<file path="config.mk">
export PLATFORM = sky130hd
export DESIGN_NAME = pr_write_buffer_flat
export DESIGN_NICKNAME = d
export VERILOG_FILES = /design/src/rtl/pr_write_buffer_if.sv /design/src/rtl/pr_write_buffer.sv /design/src/flat_wrapper.sv
export SDC_FILE = /design/constraint.sdc
export NUM_CORES = 1
export LEC_CHECK = 0
export CAP_MARGIN = 15
export CELL_PAD_IN_SITES_DETAIL_PLACEMENT = 0
export CELL_PAD_IN_SITES_GLOBAL_PLACEMENT = 1
export CORE_MARGIN = 10
export CORE_UTILIZATION = 53
export CTS_BUF_LIST = sky130_fd_sc_hd__clkbuf_8
export CTS_CLUSTER_SIZE = 24
export DETAILED_ROUTE_END_ITERATION = 10
export PLACE_DENSITY = 0.95
export SYNTH_ARGS = -nofsm -noshare
export SYNTH_HDL_FRONTEND = slang
export SYNTH_SLANG_ARGS = --single-unit
</file>
<file path="constraint.sdc">
create_clock -name clk -period 7.45 [get_ports clk]
set_clock_uncertainty 0.15 [all_clocks]
set_input_delay 1.49 -clock clk [delete_from_list [all_inputs] [get_ports clk]]
set_output_delay 1.49 -clock clk [all_outputs]
set_load 0.1 [all_outputs]
</file>
<file path="src/rtl/pr_write_buffer_if.sv">
// Processor-bus / device-bus bundle for the posted-write buffer.
// slave is the buffer's view; master is the CPU+device environment view.
interface pr_write_buffer_if #(
  parameter int DEPTH = 4,
  parameter int AW    = 30,
  parameter int DW    = 32
);
  localparam int CW = $clog2(DEPTH) + 1;

  logic [AW-1:0]   cpu_addr;
  logic [DW-1:0]   cpu_wd;
  logic [DW/8-1:0] cpu_be;
  logic            cpu_we;
  logic            cpu_re;
  logic [DW-1:0]   cpu_rd;
  logic            stall;

  logic [AW-1:0]   dev_addr;
  logic [DW-1:0]   dev_wd;
  logic [DW/8-1:0] dev_be;
  logic            dev_we;
  logic            dev_re;
  logic [DW-1:0]   dev_rd;
  logic            dev_ready;

  logic [CW-1:0]   count;

  modport slave (
    input  cpu_addr, cpu_wd, cpu_be, cpu_we, cpu_re, dev_rd, dev_ready,
    output cpu_rd, stall, dev_addr, dev_wd, dev_be, dev_we, dev_re, count
  );

  modport master (
    output cpu_addr, cpu_wd, cpu_be, cpu_we, cpu_re, dev_rd, dev_ready,
    input  cpu_rd, stall, dev_addr, dev_wd, dev_be, dev_we, dev_re, count
  );
endinterface

</file>
<file path="src/rtl/pr_write_buffer.sv">
// Posted-write buffer: stores enqueue in 1 cycle and retire in order; reads drain the queue, then take >=2 cycles.
// Backpressure: stall on store when full (registered), and on load until its data is returned; device waits via dev_ready.
module pr_write_buffer #(
  parameter int DEPTH = 4,
  parameter int AW    = 30,
  parameter int DW    = 32
) (
  input logic             clk,
  input logic             rst,
  pr_write_buffer_if.slave bus
);
  localparam int BW = DW / 8;
  localparam int PW = $clog2(DEPTH);
  localparam int CW = PW + 1;

  typedef struct packed {
    logic [AW-1:0] addr;
    logic [DW-1:0] wd;
    logic [BW-1:0] be;
  } entry_t;

  typedef enum logic [1:0] {IDLE, WRITE, READ, RDONE} state_t;

  entry_t        mem [DEPTH];
  logic [CW-1:0] head;
  logic [CW-1:0] tail;
  logic [CW-1:0] count;
  logic [CW-1:0] count_after;
  logic [PW-1:0] head_idx;
  logic [PW-1:0] head_nxt_idx;
  state_t        state;

  entry_t        dev_q;
  logic          dev_we_q;
  logic          dev_re_q;
  logic [DW-1:0] cpu_rd_q;

  entry_t        cpu_entry;
  entry_t        next_entry;
  logic          full;
  logic          rd_only;
  logic          push;
  logic          pop;

  assign count        = tail - head;
  assign full         = (count == CW'(DEPTH));
  assign rd_only      = bus.cpu_re && !bus.cpu_we;
  assign push         = bus.cpu_we && !full;
  assign pop          = (state == WRITE) && bus.dev_ready;
  assign count_after  = count - {{(CW-1){1'b0}}, pop} + {{(CW-1){1'b0}}, push};
  assign head_idx     = head[PW-1:0];
  assign head_nxt_idx = head_idx + PW'(1);
  assign cpu_entry    = '{addr: bus.cpu_addr, wd: bus.cpu_wd, be: bus.cpu_be};

  // Entry to present on the device bus next cycle. An empty queue (IDLE) or a
  // single entry being popped (WRITE) means the only candidate is the store
  // being enqueued this very edge, so bypass it around the array.
  always_comb begin
    next_entry = mem[head_nxt_idx];
    if (state == IDLE) begin
      next_entry = (count == '0) ? cpu_entry : mem[head_idx];
    end else if (count == CW'(1)) begin
      next_entry = cpu_entry;
    end
  end

  always_ff @(posedge clk) begin
    if (push) begin
      mem[tail[PW-1:0]] <= cpu_entry;
    end
  end

  always_ff @(posedge clk or posedge rst) begin
    if (rst) begin
      head     <= '0;
      tail     <= '0;
      state    <= IDLE;
      dev_q    <= '0;
      dev_we_q <= 1'b0;
      dev_re_q <= 1'b0;
      cpu_rd_q <= '0;
    end else begin
      if (push) begin
        tail <= tail + CW'(1);
      end
      if (pop) begin
        head <= head + CW'(1);
      end

      case (state)
        IDLE: begin
          if (count != '0 || push) begin
            state    <= WRITE;
            dev_we_q <= 1'b1;
            dev_q    <= next_entry;
          end else if (rd_only) begin
            state    <= READ;
            dev_re_q <= 1'b1;
            dev_q    <= '{addr: bus.cpu_addr, default: '0};
          end
        end
        WRITE: begin
          if (bus.dev_ready) begin
            if (count_after != '0) begin
              dev_q <= next_entry;
            end else begin
              state    <= IDLE;
              dev_we_q <= 1'b0;
              dev_q    <= '0;
            end
          end
        end
        READ: begin
          if (bus.dev_ready) begin
            state    <= RDONE;
            cpu_rd_q <= bus.dev_rd;
            dev_re_q <= 1'b0;
            dev_q    <= '0;
          end
        end
        RDONE: begin
          state <= IDLE;
        end
        default: begin
          state <= IDLE;
        end
      endcase
    end
  end

  // Full uses registered occupancy only, so a pop in the same cycle keeps the stall.
  assign bus.stall    = !rst && ((bus.cpu_we && full) || (rd_only && state != RDONE));
  assign bus.cpu_rd   = cpu_rd_q;
  assign bus.dev_addr = dev_q.addr;
  assign bus.dev_wd   = dev_q.wd;
  assign bus.dev_be   = dev_q.be;
  assign bus.dev_we   = dev_we_q;
  assign bus.dev_re   = dev_re_q;
  assign bus.count    = count;
endmodule

</file>
<file path="src/flat_wrapper.sv">
// flat-port wrapper written by rule: the top's interface ports become plain ports
module pr_write_buffer_flat 
#(
  parameter int DEPTH = 4,
  parameter int AW    = 30,
  parameter int DW    = 32
)
  (clk, rst, bus_cpu_addr, bus_cpu_wd, bus_cpu_be, bus_cpu_we, bus_cpu_re, bus_dev_rd, bus_dev_ready, bus_cpu_rd, bus_stall, bus_dev_addr, bus_dev_wd, bus_dev_be, bus_dev_we, bus_dev_re, bus_count);
  pr_write_buffer_if #(.DEPTH(DEPTH), .AW(AW), .DW(DW)) bus_i ();
  input logic clk;
  input logic rst;
  input wire logic [$bits(bus_i.cpu_addr)-1:0] bus_cpu_addr;
  input wire logic [$bits(bus_i.cpu_wd)-1:0] bus_cpu_wd;
  input wire logic [$bits(bus_i.cpu_be)-1:0] bus_cpu_be;
  input wire logic [$bits(bus_i.cpu_we)-1:0] bus_cpu_we;
  input wire logic [$bits(bus_i.cpu_re)-1:0] bus_cpu_re;
  input wire logic [$bits(bus_i.dev_rd)-1:0] bus_dev_rd;
  input wire logic [$bits(bus_i.dev_ready)-1:0] bus_dev_ready;
  output wire logic [$bits(bus_i.cpu_rd)-1:0] bus_cpu_rd;
  output wire logic [$bits(bus_i.stall)-1:0] bus_stall;
  output wire logic [$bits(bus_i.dev_addr)-1:0] bus_dev_addr;
  output wire logic [$bits(bus_i.dev_wd)-1:0] bus_dev_wd;
  output wire logic [$bits(bus_i.dev_be)-1:0] bus_dev_be;
  output wire logic [$bits(bus_i.dev_we)-1:0] bus_dev_we;
  output wire logic [$bits(bus_i.dev_re)-1:0] bus_dev_re;
  output wire logic [$bits(bus_i.count)-1:0] bus_count;
  assign bus_i.cpu_addr = bus_cpu_addr;
  assign bus_i.cpu_wd = bus_cpu_wd;
  assign bus_i.cpu_be = bus_cpu_be;
  assign bus_i.cpu_we = bus_cpu_we;
  assign bus_i.cpu_re = bus_cpu_re;
  assign bus_i.dev_rd = bus_dev_rd;
  assign bus_i.dev_ready = bus_dev_ready;
  assign bus_cpu_rd = bus_i.cpu_rd;
  assign bus_stall = bus_i.stall;
  assign bus_dev_addr = bus_i.dev_addr;
  assign bus_dev_wd = bus_i.dev_wd;
  assign bus_dev_be = bus_i.dev_be;
  assign bus_dev_we = bus_i.dev_we;
  assign bus_dev_re = bus_i.dev_re;
  assign bus_count = bus_i.count;
  pr_write_buffer #(.DEPTH(DEPTH), .AW(AW), .DW(DW)) u_core (.clk(clk), .rst(rst), .bus(bus_i));
endmodule
</file>
# Word-level counts from Yosys, hierarchy flattened
# Memory sizes are Yosys's and may differ from the RTL's.
# Cells that the tools add are included.
dict set report totals {
  mem_bits_rw 264
  latch_bits 0
  reg_bits 108
  elab_cells 77
  n_memories 1
  rom_bits 0
  in_bits 103
}
dict set report op_classes {
  eq_ne 13
  n_mul 0
  magnitude_cmp 0
  n_shift 0
  n_mux 25
  n_bitwise 0
  n_reduce_logical 23
  add_sub_neg 6
  div_mod_pow 0
}
# name depth word_bits read_ports rd_ports_with_merged_regs write_ports line
set memory_table {}
lappend memory_table {u_core.mem 4 66 2 0 1 pr_write_buffer.sv:24} ;# entry_t mem [DEPTH];
# cell n
set op_table {}
lappend op_table {{$mux W66} 8}
lappend op_table {{$pmux W66 S3} 1}
lappend op_table {{$reduce_and A4 Y1} 4}
lappend op_table {{$ne A2 B2 Y1 const B} 6}
lappend op_table {{$mux W2} 5}
lappend op_table {{$reduce_bool A3 Y1} 3}
lappend op_table {{$mux W1} 8}
lappend op_table {{$pmux W2 S4} 1}
lappend op_table {{$add A3 B1 Y3 const B} 2}
lappend op_table {{$logic_and A1 B1 Y1} 6}
lappend op_table {{$eq A2 B2 Y1 const B} 2}
lappend op_table {{$pmux W1 S2} 2}
lappend op_table {{$reduce_bool A2 Y1} 2}
lappend op_table {{$add A3 B1 Y3} 1}
lappend op_table {{$eq A3 B1 Y1 const B} 1}
lappend op_table {{$eq A3 B3 Y1 const B} 1}
lappend op_table {{$logic_not A1 Y1} 3}
lappend op_table {{$logic_not A3 Y1} 1}
lappend op_table {{$ne A3 B2 Y1 const B} 1}
lappend op_table {{$sub A3 B1 Y3} 1}
lappend op_table {{$sub A3 B3 Y3} 1}
lappend op_table {{$add A2 B1 Y2 const B} 1}
lappend op_table {{$eq A2 B1 Y1 const B} 1}
lappend op_table {{$logic_not A2 Y1} 1}
lappend op_table {{3 further kinds} 4}

# Longest topological paths before layout
dict set report logic_depth {
  ltp_word 9
  mapped_depth 15
  depth_no_buf 13
}

# Least setup slack after synthesis
# No wires, ideal clock.
dict set report synth_timing {
  path_type {reg2out}
  startpoint {register u_core.tail[0]}
  endpoint {output bus_stall}
  t_required_ns 5.810
  setup_slack_ns 1.663
  t_arrival_ns 4.147
  stages_incl_launch_ff 8
  path_cell_list {dfrtp_1 > inv_1 > ha_1 > fa_1 > xnor3_2 > inv_4 > a31oi_1 > nor3_1}
}
dict set report synth_via {
  elab_chain_len 5
}
# item line
set synth_lines {}
lappend synth_lines {{from (decl)} pr_write_buffer.sv:26} ;# logic [CW-1:0] tail;
lappend synth_lines {{from (signal assigned)} pr_write_buffer.sv:84} ;# tail <= tail + CW'(1);
lappend synth_lines {{$sub A3 B3 Y3} pr_write_buffer.sv:45} ;# assign count = tail - head;
lappend synth_lines {{named net bus_count[2]} flat_wrapper.sv:26} ;# output wire logic [$bits(bus_i.count)-1:0] bus_count;
lappend synth_lines {{$eq A3 B3 Y1} pr_write_buffer.sv:46} ;# assign full = (count == CW'(DEPTH));
lappend synth_lines {{$logic_and A1 B1 Y1} pr_write_buffer.sv:132} ;# assign bus.stall = !rst && ((bus.cpu_we && full) || (rd_only && state != RDONE));
lappend synth_lines {{$logic_or A1 B1 Y1} pr_write_buffer.sv:132}
lappend synth_lines {{$logic_and A1 B1 Y1} pr_write_buffer.sv:132}
lappend synth_lines {{to (decl)} flat_wrapper.sv:20} ;# output wire logic [$bits(bus_i.stall)-1:0] bus_stall;
# The timed path passes the listed nets, and every way through them passes these cells.

# Final worst setup path
dict set report layout_timing {
  startpoint {register u_core.head[0]}
  endpoint {output bus_stall}
}
dict set report layout_via {
  elab_chain_len 5
}
# item line
set layout_lines {}
lappend layout_lines {{from (decl)} pr_write_buffer.sv:25} ;# logic [CW-1:0] head;
lappend layout_lines {{from (signal assigned)} pr_write_buffer.sv:87} ;# head <= head + CW'(1);
lappend layout_lines {{$sub A3 B3 Y3} pr_write_buffer.sv:45}
lappend layout_lines {{$eq A3 B3 Y1} pr_write_buffer.sv:46}
lappend layout_lines {{$logic_and A1 B1 Y1} pr_write_buffer.sv:132}
lappend layout_lines {{$logic_or A1 B1 Y1} pr_write_buffer.sv:132}
lappend layout_lines {{$logic_and A1 B1 Y1} pr_write_buffer.sv:132}
# Every way passes these cells.

==> out/qor.yml <==
sta:
  tightest_slew_ns: 1.18
  finalWorstSetupSlack_ns: 1.54
  hold_violations: 0
  grt_setup_unrepaired: "false"
  setup_viol: 0
  relSlewSlack: 0.208
  finalCriticalPeriod_ns: 5.91
  fmax_mhz: 169
  drv_slew: 0
  setup_tns_ns: 0
  timing.hold.ws_ns: 0.337
  fin_crit_sh: 0.793
finish:
  fin_nets: 1365
  mostFrequentLayoutCells: "edfxtp_1 (264), clkdlybuf4s50_1 (206), mux4_2 (132)"
  seq_area_sq_mm: 0.0106
  multi_input_area_sq_mm: 0.00594
  final_layout_size_suffix_gt1_frac: 0.215
  mostFrequentLayoutCell: "edfxtp_1"
  nFillCells: 2162
  syn2layout_area_growth_pct: 20.8
  finish.utilization: 0.649
  antenna_cells: 0
placed_design:
  dpl.hpwl_mm: 24.7
  gp_congestion: 0.762
  pre_cts_slack_ns: 1.93
  io_buffers: 206
routing:
  wirelength_mm: 42.7
  drt_iter0_drc: 913
  detail_route.first_pass.iterations: 5
  drc: 0
  ant_nets: 0
  viasPerCell: 6.43
  vias: 10916
  post_drt_wl_per_cell_microns: 25.2
setup_path:
  cp_top_family: "buffers and inverters"
  cp_cell_sequence: "ha_1 > fa_1 > xnor3_2 > inv_4 > a31oi_1 > nor3_1 > clkdlybuf4s50_1"
  worst_setup_path_start_kind: "register"
  crit_required_ns: 5.81
  path_class: "register to primary output"
  arrival_ns: 4.27
  crit_fanout: 19
  critical_path.max_stage_delay_ns: 1.01
  crit_buf_inv: 2
  end_kind: "primary output"
  critPathSlowestCell: "clkdlybuf4s50_1"
cts:
  cts-resized-gates: 0
  cts.hold.buffers_added: 0
  cts_tree: "yes"
  clock_latency_ns: 0.60
  cts_made_buffers: 58
  cts_num_sinks: 372
  htreeDepth: 2
  cts-root-buf: "clkbuf_8"
  postCtsSetupRepairBufs: 0
  clk_pin_slew_ns: 0.07
  clk_path_buf_depth: 3
yosys:
  postSynthAreaPerCell_sq_um: 16.2
  synth-seq-cells: 372
  ys_seq_area_frac: 0.627
  syn_inst: 1046
  syn-cell-area_sq_mm: 0.0169
  synth-main-ff-cell: "edfxtp_1"
  synth_edf_count: 264
  synth_nets: 1164
  yosysUniqueCellTypes: 42
  yosysWarnings: 0
  synthArstFlopShare: 0.290
global_routing:
  grt_pass1_wl_mm: 65.8
  antenna_found_initial: 2
  grt_pass1_vias: 11499
  grt_max_degree: 81
  track_usage: 0.214
  grt-ovfl-total: 0
floorplanning:
  die_height_microns: 199
  num_rows: 65
  die_width_microns: 199
  die_area_sq_mm: 0.0395
  core_area_sq_mm: 0.0316
  ioPinCount: 207
  initial_utilization: 0.537
outcome:
  status: "complete, no violations"
run:
  maxCapViolCount: 0
worst_hold_path:
  hold_class: "register to register"
-- registers in the layout, indices dropped and copies added (netlist names), 2 cells and up --
signal / cells
u_core.bus.dev_wd: 32
u_core.head: 3
u_core.bus.dev_be: 4
u_core.state: 2
u_core.mem: 264
u_core.bus.dev_addr: 30
u_core.bus.cpu_rd: 32
u_core.tail: 3
-- kinds of logic (layout without fill, tap and decap cells) --
kind of cell               count (synthesis)  after routing  synth area share
and+or+nand+nor                          170            170            0.0414
adders and majority gates                 15             15            0.0120
buffers and inverters                    100            350            0.0259
AOI/OAI and AO/OA                        213            213            0.0893
xor gates and xnor gates                   7              7           0.00450
muxes                                    169            169             0.200
DFF                                      372            372             0.627
-- through the flow --
| stage | instances | instance area [sq um] |
|---|---|---|
| 2_1_floorplan | 1046 | 16900 |
| 3_3_place_gp | 1588 | 19300 |
| 3_5_place_dp | 1588 | 19300 |
| 4_1_cts | 1697 | 20400 |
| 5_1_grt | 1698 | 20500 |
| 6_report | 1698 | 20500 |
-- worst paths after layout --
check | to | from | slack [ns] | cells after the start
min reg2reg | u_core.head[2]$_DFFE_PP0P_ | u_core.head[2]$_DFFE_PP0P_ | 0.34 | 1
max in group asynchronous | u_core.bus.dev_addr[13]$_DFFE_PP0P_ | rst | 4.94 | 4
max | bus_stall | u_core.head[0]$_DFFE_PP0P_ | 1.54 | 7
min in group asynchronous | u_core.head[0]$_DFFE_PP0P_ | rst | 1.14 | 2
max reg2reg | u_core.bus.dev_wd[25]$_DFFE_PP0P_ | u_core.head[0]$_DFFE_PP0P_ | 2.31 | 14
min | u_core.head[2]$_DFFE_PP0P_ | u_core.head[2]$_DFFE_PP0P_ | 0.34 | 1
-- cells in the mapped netlist, types with 3 or more instances --
cell      number  share of area
nand2_1      119          0.026
nor2_1        33         0.0073
a32oi_1       36          0.019
mux2_2        33          0.022
o22ai_1       30          0.011
a21oi_1       37          0.011
ha_1          13         0.0096
buf_1          4        0.00089
xnor2_1        4         0.0021
buf_2         31         0.0092
o21ai_0       35          0.010
dfrtp_1      108           0.16
a221oi_1      30          0.016
clkbuf_1      47          0.010
edfxtp_1     264           0.47
a22o_1        37          0.019
mux4_2       132           0.18
and2_1         5         0.0018
mux2i_1        4         0.0024
buf_6          3         0.0020
inv_1         14         0.0031
-- cell type report --
| type | count | area share |
|---|---|---|
| Tap cell | 402 | 0.0246 |
| Sequential cell | 372 | 0.520 |
| Timing Repair Buffer | 226 | 0.109 |
| Multi-Input combinational cell | 574 | 0.290 |
| Clock buffer | 61 | 0.0410 |
| Clock inverter | 48 | 0.0124 |
| Inverter | 15 | 0.00299 |
-- metal layers --
layer,vias to the layer above,wire (microns),part of all wire,global-route usage
li1,4653,-,-,-
met1,5587,16600,0.39,0.274
met2,582,21200,0.50,0.361
met3,90,3950,0.093,0.0465
met4,4,906,0.021,0.0619
met5,-,24,0.00056,0
-- worst register-to-register path, stage by stage, from the launching register on --
cell and delay (ns):
dfrtp_4 0.62, ha_1 0.25, fa_1 0.36, xnor3_2 0.53, inv_4 0.10, a31oi_1 0.67
ha_1 0.32, fa_1 0.46, nor2_1 0.18, nand4b_1 0.12, and3_1 0.19, buf_4 0.26
and2_1 0.23, buf_4 0.28, a22o_1 0.27
Power is left out: the tool's default activity adds up to more than one toggle a clock period on the data nets, which glitch-free logic cannot reach.
